## src/rtl/fir_sample_feeder.sv

```systemverilog
// Sample FIFO plus valid/ready presenter feeding the FIR filter input.
// Samples are held stable until acknowledged, then an optional idle gap paces the next one.
module fir_sample_feeder #(
    parameter int DATA_WIDTH = 24,
    parameter int FIFO_DEPTH = 16,
    parameter int GAP_CYCLES = 0,
    parameter int CNT_WIDTH  = 16
) (
    input  logic                          i_clk,
    input  logic                          i_rst,
    input  logic                          i_en,
    input  logic                          i_wr_en,
    input  logic [DATA_WIDTH-1:0]         iv_wr_data,
    output logic                          o_full,
    output logic                          o_overflow,
    output logic [$clog2(FIFO_DEPTH):0]   ov_level,
    output logic [DATA_WIDTH-1:0]         ov_dout,
    output logic                          o_dout_valid,
    input  logic                          i_ready,
    output logic [CNT_WIDTH-1:0]          ov_sent
);

    localparam int AW = $clog2(FIFO_DEPTH);
    localparam int LW = AW + 1;
    localparam int GW = $clog2(GAP_CYCLES + 2);

    localparam logic [1:0] S_IDLE    = 2'd0;
    localparam logic [1:0] S_PRESENT = 2'd1;
    localparam logic [1:0] S_GAP     = 2'd2;

    localparam logic [GW-1:0] GAP_LOAD   = GW'(GAP_CYCLES);
    localparam logic [LW-1:0] FULL_LEVEL = LW'(FIFO_DEPTH);

    logic [DATA_WIDTH-1:0] r_mem [FIFO_DEPTH];
    logic [AW-1:0]         r_wr_ptr;
    logic [AW-1:0]         r_rd_ptr;
    logic [LW-1:0]         r_level;
    logic                  r_full;
    logic                  r_overflow;

    logic [1:0]            r_state;
    logic                  r_valid;
    logic [GW-1:0]         r_gap_cnt;
    logic [CNT_WIDTH-1:0]  r_sent;

    logic                  w_wr_accept;
    logic                  w_pop;
    logic [LW-1:0]         w_level_nxt;

    assign w_wr_accept = i_wr_en && !r_full;
    // PRESENT is only entered with a non-empty FIFO and only a pop drains it, so no empty guard.
    assign w_pop       = (r_state == S_PRESENT) && i_en && i_ready;

    always_comb begin
        w_level_nxt = r_level;
        case ({w_wr_accept, w_pop})
            2'b10:   w_level_nxt = r_level + LW'(1);
            2'b01:   w_level_nxt = r_level - LW'(1);
            default: w_level_nxt = r_level;
        endcase
    end

    // Storage is not reset; the empty-FIFO output mux hides stale contents.
    always_ff @(posedge i_clk) begin
        if (w_wr_accept) begin
            r_mem[r_wr_ptr] <= iv_wr_data;
        end
    end

    always_ff @(posedge i_clk) begin
        if (i_rst) begin
            r_wr_ptr   <= '0;
            r_rd_ptr   <= '0;
            r_level    <= '0;
            r_full     <= 1'b0;
            r_overflow <= 1'b0;
        end else begin
            if (w_wr_accept) begin
                r_wr_ptr <= r_wr_ptr + AW'(1);
            end
            if (w_pop) begin
                r_rd_ptr <= r_rd_ptr + AW'(1);
            end
            if (i_wr_en && r_full) begin
                r_overflow <= 1'b1;
            end
            r_level <= w_level_nxt;
            r_full  <= (w_level_nxt == FULL_LEVEL);
        end
    end

    always_ff @(posedge i_clk) begin
        if (i_rst) begin
            r_state   <= S_IDLE;
            r_valid   <= 1'b0;
            r_gap_cnt <= '0;
            r_sent    <= '0;
        end else if (i_en) begin
            case (r_state)
                S_IDLE: begin
                    if (r_level != '0) begin
                        r_state <= S_PRESENT;
                        r_valid <= 1'b1;
                    end
                end
                S_PRESENT: begin
                    if (i_ready) begin
                        r_valid <= 1'b0;
                        r_sent  <= r_sent + CNT_WIDTH'(1);
                        if (GAP_CYCLES > 0) begin
                            r_state   <= S_GAP;
                            r_gap_cnt <= GAP_LOAD;
                        end else begin
                            r_state <= S_IDLE;
                        end
                    end
                end
                S_GAP: begin
                    r_gap_cnt <= r_gap_cnt - GW'(1);
                    if (r_gap_cnt == GW'(1)) begin
                        r_state <= S_IDLE;
                    end
                end
                default: begin
                    r_state <= S_IDLE;
                    r_valid <= 1'b0;
                end
            endcase
        end
    end

    assign o_full       = r_full;
    assign o_overflow   = r_overflow;
    assign ov_level     = r_level;
    assign ov_dout      = (r_level == '0) ? '0 : r_mem[r_rd_ptr];
    assign o_dout_valid = r_valid;
    assign ov_sent      = r_sent;

endmodule

```

## config.mk

```make
export PLATFORM = sky130hd
export DESIGN_NAME = fir_sample_feeder
export DESIGN_NICKNAME = d
export VERILOG_FILES = /design/src/rtl/fir_sample_feeder.sv
export SDC_FILE = /design/constraint.sdc
export NUM_CORES = 1
export LEC_CHECK = 0
export ABC_CLOCK_PERIOD_IN_PS = 5250
export BUFFER_PORTS_ARGS = -buffer_cell sky130_fd_sc_hd__buf_4
export CORE_MARGIN = 2
export CORE_UTILIZATION = 50
export CTS_CLUSTER_SIZE = 12
export DETAILED_ROUTE_END_ITERATION = 10
export MAX_ROUTING_LAYER = met4
export PLACE_DENSITY = 0.67
export SLEW_MARGIN = 10
export SYNTH_ARGS = -nofsm -noshare
export SYNTH_HDL_FRONTEND = slang
export SYNTH_SLANG_ARGS = --single-unit
export TNS_END_PERCENT = 50
```

## constraint.sdc

```tcl
create_clock -name i_clk -period 5.25 [get_ports i_clk]
set_input_delay 1.05 -clock i_clk [delete_from_list [all_inputs] [get_ports i_clk]]
set_output_delay 1.05 -clock i_clk [all_outputs]
set_load 0.05 [all_outputs]
```

==> results of run 1 <==
[worst paths after layout]
kind	start	slack [ns]	to	depth (start not counted)
min reg2reg	o_overflow$_SDFFE_PP0P_	0.48	o_overflow$_SDFFE_PP0P_	2
max	register	1.01	ov_dout[4]	5
min	o_overflow$_SDFFE_PP0P_	0.48	o_overflow$_SDFFE_PP0P_	2
max reg2reg	o_dout_valid$_SDFFE_PP0P_	2.44	o_full$_SDFF_PP0_	9
[worst max-delay path: stages, from the launching register on]
cell,delay (ns)
dfxtp_4,0.83
buf_4,0.40
mux4_2,0.53
mux4_2,0.48
nor2b_1,0.17
buf_4,0.24
[cell usage in the layout (no fill, tap or decap), drive strengths merged, types with 7 or more instances in the layout]
cell    instances
nor2           45
dfxtp          36
clkinv          8
nand3           7
a21oi          11
mux4          120
ha              8
buf           100
clkbuf         59
nor2b          26
nand2          20
xor2           17
edfxtp        384
[registers in the layout, indices dropped and copies added (netlist names), named ones only]
signal,count
ov_level,5
r_wr_ptr,4
o_overflow,1
o_dout_valid,1
r_mem,384
r_rd_ptr,4
o_full,1
ov_sent,16
[final cells by class]
class,instances,area [um^2]
Fill cell,2329,13600
Multi-Input combinational cell,303,3859
Timing Repair Buffer,100,775.7
Tap cell,442,553.0
Sequential cell,420,12260
Clock inverter,9,40.04
Inverter,4,15.01
Clock buffer,59,1189
[power breakdown]
group          total, mW  internal [mW]  switching [mW]
logic              0.464          0.162           0.302
clock network       2.71           1.56            1.15
registers           3.72           3.69          0.0255
[metal layers]
metal	routed length, um	vias up
met2	16520	317
met3	2311	49
met4	555	0
met1	13760	4118
li1	-	3358
met5	0	-
[metrics by stage]
step | hold slack (ns) | utilization | worst slack, ns | std cells | instance area [um^2]
after floorplan | 0.4725 | - | 1.527 | 771 | 16300
after global placement | 0.4562 | 0.5408 | 1.497 | 1269 | 17460
after detailed placement | 0.4753 | 0.5408 | 1.464 | 1269 | 17460
after CTS | 0.4927 | 0.5789 | 0.8964 | 1337 | 18690
after global routing | 0.5296 | 0.5789 | 0.8032 | 1337 | 18690
final | 0.4812 | 0.5789 | 1.012 | 1337 | 18690
[kinds of logic (layout without fill, tap and decap cells)]
kind of cell,count (synthesis),after routing
adder cells (fa/ha/maj),8,8
XOR/XNOR,21,21
buffers and inverters,48,172
AND/OR/NAND/NOR,127,127
multiplexers,121,121
flip-flops,420,420
AO/OA/AOI/OAI,26,26
==> impl_metrics.json, run 1 <==
{
  "die-height_um": 184.5,
  "synth_simple_gate_area_frac": 0.03916,
  "cts-htree-levels": 2,
  "met3_usage": 0.04051,
  "synthXorXnorAreaFrac": 0.01129,
  "synth.most_common_cell": "edfxtp_1",
  "period_share": 0.8073,
  "maxSlewHeadroom": 0.2390,
  "num_vias": 7842,
  "required_ns": 4.20,
  "cts_sinks": 420,
  "period_needed_ns": 4.238,
  "synth_mux_area_frac": 0.1664,
  "tns_ns": 0,
  "async_flop_share": 0,
  "cts_buffers": 43,
  "path_max_fanout": 37,
  "port_buffers": 76,
  "post_drt_wl_per_cell_um": 24.79,
  "route.antenna.remaining_nets": 0,
  "slew_violations": 0,
  "clock.fmax_mhz": 235.9,
  "yosysUniqueCellTypes": 42,
  "finalHoldViolations": 0,
  "die_width_um": 184.5,
  "die-area_um2": 34050,
  "ir_worst_vdd_uv": 207.8,
  "grt.overflow.total": 0,
  "worst_ep_arrival_time_ns": 3.19,
  "fin_skew_ns": 0.007584,
  "drc": 0,
  "cts_hold_buf": 0,
  "grt_pass1_wl_mm": 50.11,
  "area_growth_pct": 14.69,
  "clockBufferDepth": 3,
  "rsz0062_at_grt": "no",
  "num_rows": 66,
  "coreArea_um2": 32290,
  "synth_top_area_share": 0.7076,
  "drive_above_1_share": 0.3251,
  "clk_pin_slew_ns": 0.06,
  "tightest_slew_ns": 1.142,
  "diodes": 0,
  "antenna_found_initial": 0,
  "worstSetupEndpointType": "output pin",
  "post_cts_buffers": 0,
  "leakage_nw": 5.901,
  "grt_pass1_vias": 8239,
  "globalRoute.busiestLayer": "met2",
  "grt.total_usage": 0.2076,
  "synth.largest_area_cell": "edfxtp_1",
  "grt_max_degree": 55,
  "ys_seq_area_frac": 0.7518,
  "synth_edf_count": 384,
  "finalWirelength_mm": 33.15,
  "finalPower_mw": 6.890,
  "initial_utilization": 0.5047,
  "hold_class": "register to register",
  "via_per_inst": 5.865,
  "place_congestion": 0.7787,
  "path_class": "register to output pin",
  "post_cts_resized": 0,
  "clk_latency_ns": 0.53,
  "powerDensity_nw_per_um2": 368.6,
  "met2_usage": 0.3289,
  "cts_tree": "yes",
  "synthTopCellsByCount": "edfxtp_1, mux4_2, nor2_1",
  "synth_top_family_by_area": "multiplexers",
  "synth_fa_ha_area_frac": 0.006142,
  "synth_area_leaders": "edfxtp_1, mux4_2, dfxtp_1",
  "cts_root_buf": "clkbuf_16",
  "synth_compound_area_frac": 0.01067,
  "outcome": "completed",
  "synth_fp_nets": 808,
  "io_pins": 77,
  "syn_avg_cell_area_um2": 21.14,
  "drv_cap": 0,
  "hpwlAfterDp_mm": 18.41,
  "dr.pass1.iters": 7,
  "synthesis.area_um2": 16300,
  "ys_seq_elements": 420,
  "final_nets": 909,
  "ys.flop_type": "edfxtp_1",
  "finalSetupViolations": 0,
  "cp-start-kind": "register",
  "yosysWarnings": 0,
  "synth_cells": 771,
  "first_iter_violations": 732,
  "met1_usage": 0.2812
}
(Power assumes the default switching activity.)
==> inputs of run 2 (changes only) <==
--- a/config.mk
+++ b/config.mk
@@ -5,14 +5,14 @@
 export SDC_FILE = /design/constraint.sdc
 export NUM_CORES = 1
 export LEC_CHECK = 0
-export ABC_CLOCK_PERIOD_IN_PS = 5250
+export ABC_CLOCK_PERIOD_IN_PS = 3500
 export BUFFER_PORTS_ARGS = -buffer_cell sky130_fd_sc_hd__buf_4
 export CORE_MARGIN = 2
 export CORE_UTILIZATION = 50
 export CTS_CLUSTER_SIZE = 12
 export DETAILED_ROUTE_END_ITERATION = 10
 export MAX_ROUTING_LAYER = met4
-export PLACE_DENSITY = 0.67
+export PLACE_DENSITY = 0.7
 export SLEW_MARGIN = 10
 export SYNTH_ARGS = -nofsm -noshare
 export SYNTH_HDL_FRONTEND = slang
==> constraint.sdc (replaced) <==
create_clock -name i_clk -period 3.5 [get_ports i_clk]
set_input_delay 0.7 -clock i_clk [delete_from_list [all_inputs] [get_ports i_clk]]
set_output_delay 0.7 -clock i_clk [all_outputs]
set_load 0.05 [all_outputs]
==> run 2 against run 1 <==
Effect of this change: critical path depth stayed put; total power is 53% higher; cell area is 2.3% higher; clock skew is 0.0082 ns higher; setup slack worse by 0.90 ns; first-iteration DRC count is 14% higher; combinational power is 55% higher; sequential share of layout area is 1.5 points lower; highest routed layer unchanged.
==> impl_metrics.json, run 2 (synthesized netlist as in run 1, its figures left out) <==
{
  "outcome": "completed",
  "largest_register_ffs": 384,
  "r2r-start": "o_full$_SDFF_PP0_",
  "area_growth_pct": 17.31,
  "leakage_nw": 6.063,
  "period_needed_ns": 3.385,
  "r2r_end": "o_full$_SDFF_PP0_",
  "port_buffers": 76,
  "hpwlAfterDp_mm": 18.76,
  "hold_class": "input port to register",
  "cts_buffers": 44,
  "cp-start-kind": "register",
  "cts_hold_buf": 0,
  "first_iter_violations": 835,
  "grt_pass1_vias": 7990,
  "dp_slack_ns": 0.3407,
  "drive_above_1_share": 0.3428,
  "finalHoldViolations": 0,
  "clock.fmax_mhz": 295.4,
  "io_pins": 77,
  "clk_latency_ns": 0.54,
  "grt.total_usage": 0.2058,
  "clk_pin_slew_ns": 0.06,
  "fin_skew_ns": 0.01579,
  "fin_cells": 1355,
  "regToRegSetupSlack_ns": 0.83,
  "via_per_inst": 5.877,
  "setup_ws_ns": 0.1147,
  "clockBufferDepth": 3,
  "hold_depth": 3,
  "final_common_cell": "edfxtp_1",
  "grt_pass1_wl_mm": 49.08,
  "die-height_um": 184.5,
  "crit_cells": 5,
  "worst_ep_arrival_time_ns": 2.69,
  "cts-htree-levels": 2,
  "final_nets": 926,
  "cpMostUsedCell": "mux4_2",
  "path_class": "register to output pin",
  "die-area_um2": 34050,
  "post_cts_resized": 0,
  "ir_worst_vdd_uv": 312.5,
  "period_share": 0.9672,
  "drv_cap": 0,
  "cpPeakStageDelay_ns": 0.55,
  "num_vias": 7963,
  "final_core_util": 0.5921,
  "cts_root_buf": "clkbuf_16",
  "dr.pass1.iters": 5,
  "path_buf_inv": 2,
  "drc": 0,
  "dp.cells": 1281,
  "coreArea_um2": 32290,
  "slew_violations": 0,
  "route.antenna.remaining_nets": 0,
  "required_ns": 2.80,
  "mostFrequentLayoutCells": "edfxtp_1, mux4_2, buf_4, clkbuf_16",
  "finalWirelength_mm": 33.45,
  "tns_ns": 0,
  "cp-endpoint": "ov_dout[23]",
  "rsz0062_at_grt": "no",
  "powerDensity_nw_per_um2": 550.7,
  "cts_tree": "yes",
  "initial_utilization": 0.5047,
  "place_congestion": 0.7274,
  "grt.overflow.total": 0,
  "regMostFlops": "r_mem",
  "reg2reg_depth": 9,
  "grt_max_degree": 37,
  "cp_cell_sequence": "buf_12 > mux4_2 > mux4_2 > nor2b_1 > buf_4",
  "die_width_um": 184.5,
  "finalSetupViolations": 0,
  "path_max_fanout": 28,
  "tightest_slew_ns": 0.4946,
  "worstSetupEndpointType": "output pin",
  "post_drt_wl_per_cell_um": 24.69,
  "cts_sinks": 420,
  "num_rows": 66,
  "critical_path.top_delay_family": "multiplexers",
  "crit_slowest_cell": "mux4_2",
  "maxSlewHeadroom": 0.6695,
  "antenna_found_initial": 0,
  "diodes": 0
}
-- run 2: changes by cell type in the layout (fill, tap and decap cells not counted) --
cell and delta:
clkbuf_1 -3, clkinv_1 -1, bufinv_16 +1, clkinv_2 +2, clkinv_8 +1, nor2_4 +12, clkbuf_8 +1, buf_12 +14
nor2_2 -12, inv_6 +1, buf_8 +1, buf_4 +1
-- run 2: stage by stage --
| stage | cell area (um^2) | hold WS, ns | total power [mW] |
|---|---|---|---|
| 2_1_floorplan | 16300 | 0.4725 | 6.122 |
| 3_3_place_gp | 17790 | 0.4541 | 6.384 |
| 3_5_place_dp | 17790 | 0.4909 | 6.397 |
| 4_1_cts | 19100 | 0.4220 | 10.61 |
| 5_1_grt | 19120 | 0.4518 | 10.85 |
| 6_report | 19120 | 0.4253 | 10.53 |
-- run 2: layer usage --
metal | GRT usage | up-vias | routed length, um
met4 | 0.05696 | 0 | 741
met5 | - | - | 0
li1 | - | 3397 | -
met1 | 0.2763 | 4224 | 14130
met3 | 0.04110 | 65 | 2126
met2 | 0.3253 | 277 | 16450
-- run 2: cell type report --
class | count | area, um^2
fill | 2286 | 13170
tap | 442 | 553.0
clock inverter | 13 | 101.3
clock buffer | 57 | 1191
timing repair buffer | 116 | 1079
multi-input combinational | 303 | 3919
sequential | 420 | 12260
inverter | 4 | 15.01
-- run 2: power breakdown --
part	internal [mW]	switching, mW
sequential	5.54	0.0296
clock	2.45	1.79
combinational	0.253	0.467
total	8.24	2.29
-- run 2: repair_timing --
item                                    in CTS  in global routing
setup buffers                                3                  1
endpoints found under the setup margin      18                  1
pin swaps                                    0                  0
gates cloned                                 0                  0
-- run 2: worst register-to-register path, stage by stage, from the launching register on --
cell      delay, ns
dfxtp_1        0.32
nor2b_1        0.24
buf_4          0.23
inv_2          0.08
ha_1           0.28
a21oi_2        0.21
nor4b_1        0.40
nor3b_1        0.12
or4bb_1        0.50
a211oi_1       0.20
-- run 2: worst min path at each step --
stage | startpoint | end | slack [ns]
3_3_place_gp | o_overflow$_SDFFE_PP0P_ | o_overflow$_SDFFE_PP0P_ | 0.45
3_5_place_dp | r_rd_ptr[1]$_SDFFE_PP0P_ | register | 0.49
5_1_grt | iv_wr_data[17] | r_mem[2][17]$_DFFE_PP_ | 0.45
6_report | i_wr_en | o_overflow$_SDFFE_PP0P_ | 0.43
4_1_cts | i_wr_en | o_overflow$_SDFFE_PP0P_ | 0.42
2_1_floorplan | r_rd_ptr[3]$_SDFFE_PP0P_ | register | 0.47
==> inputs of run 3 (changes only) <==
--- a/config.mk
+++ b/config.mk
@@ -5,14 +5,14 @@
 export SDC_FILE = /design/constraint.sdc
 export NUM_CORES = 1
 export LEC_CHECK = 0
-export ABC_CLOCK_PERIOD_IN_PS = 3500
+export ABC_CLOCK_PERIOD_IN_PS = 3200
 export BUFFER_PORTS_ARGS = -buffer_cell sky130_fd_sc_hd__buf_4
-export CORE_MARGIN = 2
+export CORE_MARGIN = 4
 export CORE_UTILIZATION = 50
 export CTS_CLUSTER_SIZE = 12
 export DETAILED_ROUTE_END_ITERATION = 10
 export MAX_ROUTING_LAYER = met4
-export PLACE_DENSITY = 0.7
+export PLACE_DENSITY = 0.67
 export SLEW_MARGIN = 10
 export SYNTH_ARGS = -nofsm -noshare
 export SYNTH_HDL_FRONTEND = slang
==> constraint.sdc (replaced) <==
create_clock -name i_clk -period 3.2 [get_ports i_clk]
set_input_delay 0.64 -clock i_clk [delete_from_list [all_inputs] [get_ports i_clk]]
set_output_delay 0.64 -clock i_clk [all_outputs]
set_load 0.05 [all_outputs]
==> run 3 against run 2 <==
Effect of this change: the run now ends with negative setup slack left; largest power group unchanged; sequential power is 9.3% higher; flip-flop and latch count stayed put; sequential share of layout area is 0.98 points lower; first-iteration DRC count is 23% lower; routed wire length is 5.8% higher; setup slack worse by 0.18 ns; final cell count is 0.89% higher; clock-buffer cell count is 2 lower.
==> impl_metrics.json, run 3 (synthesized netlist as in run 1, its figures left out) <==
{
  "outcome": "finished with violations",
  "violations": "negative setup slack",
  "coreArea_um2": 31880,
  "period_needed_ns": 3.267,
  "cts_root_buf": "clkbuf_16",
  "hpwlAfterDp_mm": 19.29,
  "drive_above_1_share": 0.3616,
  "initial_utilization": 0.5112,
  "seqCellArea_um2": 12260,
  "route.antenna.remaining_nets": 0,
  "worst_hold_slack_ns": 0.3426,
  "die_width_um": 188.5,
  "finalPower_mw": 11.66,
  "dr.pass1.iters": 5,
  "powerDensity_nw_per_um2": 600.4,
  "fin_cells": 1367,
  "largest_register_ffs": 384,
  "post_drt_wl_per_cell_um": 25.89,
  "rsz0062_at_grt": "yes",
  "dp_slack_ns": 0.2939,
  "hold_class": "input port to register",
  "mostFrequentLayoutCells": "edfxtp_1, mux4_2, buf_4, clkbuf_16",
  "dp.cells": 1286,
  "ir_worst_vdd_uv": 403.2,
  "tightest_slew_ns": 0.5365,
  "num_rows": 65,
  "diodes": 0,
  "path_class": "register to output pin",
  "port_buffers": 76,
  "final_common_cell": "edfxtp_1",
  "cts_tree": "yes",
  "reg2reg_depth": 9,
  "via_per_inst": 5.898,
  "finalHoldViolations": 0,
  "grt_pass1_vias": 8446,
  "regMostFlops": "r_mem",
  "cts-htree-levels": 2,
  "clockBufferDepth": 3,
  "grt_max_degree": 41,
  "worst_ep_arrival_time_ns": 2.63,
  "maxSlewHeadroom": 0.6423,
  "slew_violations": 0,
  "antenna_found_initial": 0,
  "cts_hold_buf": 0,
  "die-height_um": 188.5,
  "finalSetupViolations": 13,
  "regToRegSetupSlack_ns": 0.66,
  "required_ns": 2.56,
  "fillers": 2266,
  "multi_input_area_um2": 3914,
  "grt.total_usage": 0.2068,
  "cts_sinks": 420,
  "fin_skew_ns": 0.007692,
  "setup_ws_ns": -0.06699,
  "cp-start-kind": "register",
  "cts_buffers": 44,
  "clock.fmax_mhz": 306.1,
  "period_share": 1.021,
  "final_nets": 948,
  "grt_pass1_wl_mm": 53.03,
  "r2r-start": "o_dout_valid$_SDFFE_PP0P_",
  "drc": 0,
  "path_max_fanout": 8,
  "num_vias": 8062,
  "place_congestion": 0.8494,
  "finalWirelength_mm": 35.39,
  "worstSetupEndpointType": "output pin",
  "clk_latency_ns": 0.52,
  "r2r_end": "o_full$_SDFF_PP0_",
  "first_iter_violations": 642,
  "area_growth_pct": 19.14,
  "die-area_um2": 35550,
  "grt.overflow.total": 0,
  "final_core_util": 0.6090,
  "leakage_nw": 6.241,
  "cp-endpoint": "ov_dout[11]",
  "clk_pin_slew_ns": 0.06,
  "drv_cap": 0,
  "io_pins": 77
}
-- run 3: worst min path at each step --
stage                                  start                 endpoint  depth (start not counted)  slack [ns]
floorplan           r_rd_ptr[3]$_SDFFE_PP0P_                 register                          2        0.47
global placement     o_overflow$_SDFFE_PP0P_  o_overflow$_SDFFE_PP0P_                          2        0.45
detailed placement   o_overflow$_SDFFE_PP0P_  o_overflow$_SDFFE_PP0P_                          2        0.46
CTS                                  i_wr_en  o_overflow$_SDFFE_PP0P_                          3        0.33
global route                         i_wr_en  o_overflow$_SDFFE_PP0P_                          3        0.35
finish                               i_wr_en  o_overflow$_SDFFE_PP0P_                          3        0.34
-- run 3: power by group --
part,total (mW),internal (mW),switching (mW),leakage [nW]
clock network,4.68,2.78,1.90,0.630
registers,6.09,6.05,0.0315,3.76
logic,0.892,0.351,0.541,1.85
-- run 3: per-layer routing --
metal	vias up	wire [um]	GRT usage
li1	3436	-	-
met1	4298	14350	0.2730
met4	0	699	0.04512
met3	58	1950	0.03205
met2	270	18390	0.3478
met5	-	0	-
-- run 3: what timing repair did --
item,in CTS,in global routing
setup endpoints to repair,23,24
pin swaps,0,0
gates cloned,6,1
resized for setup,47,9
buffers inserted,9,1
-- run 3: worst max-delay path: stages (launching register included) --
cell and delay [ns]:
dfxtp_4 0.39, buf_12 0.14, buf_12 0.12, buf_16 0.14, mux4_2 0.49, mux4_2 0.47, nor2b_1 0.16, buf_6 0.18
-- run 3: per-stage QoR --
| stage | setup TNS, ns | area (um^2) |
|---|---|---|
| 5_1_grt | -2.014 | 19420 |
| 6_report | -0.4216 | 19420 |
| 2_1_floorplan | -3.956 | 16310 |
| 3_3_place_gp | 0 | 17670 |
| 4_1_cts | -1.131 | 19420 |
| 3_5_place_dp | 0 | 17670 |
-- run 3: cell type report --
class,instances,area share
repair buffers,138,0.07140
clock buffers,55,0.05993
multi-input cells,303,0.2016
well taps,435,0.02803
flip-flops and latches,420,0.6315
clock inverters,12,0.006831
inverters,4,0.0007733
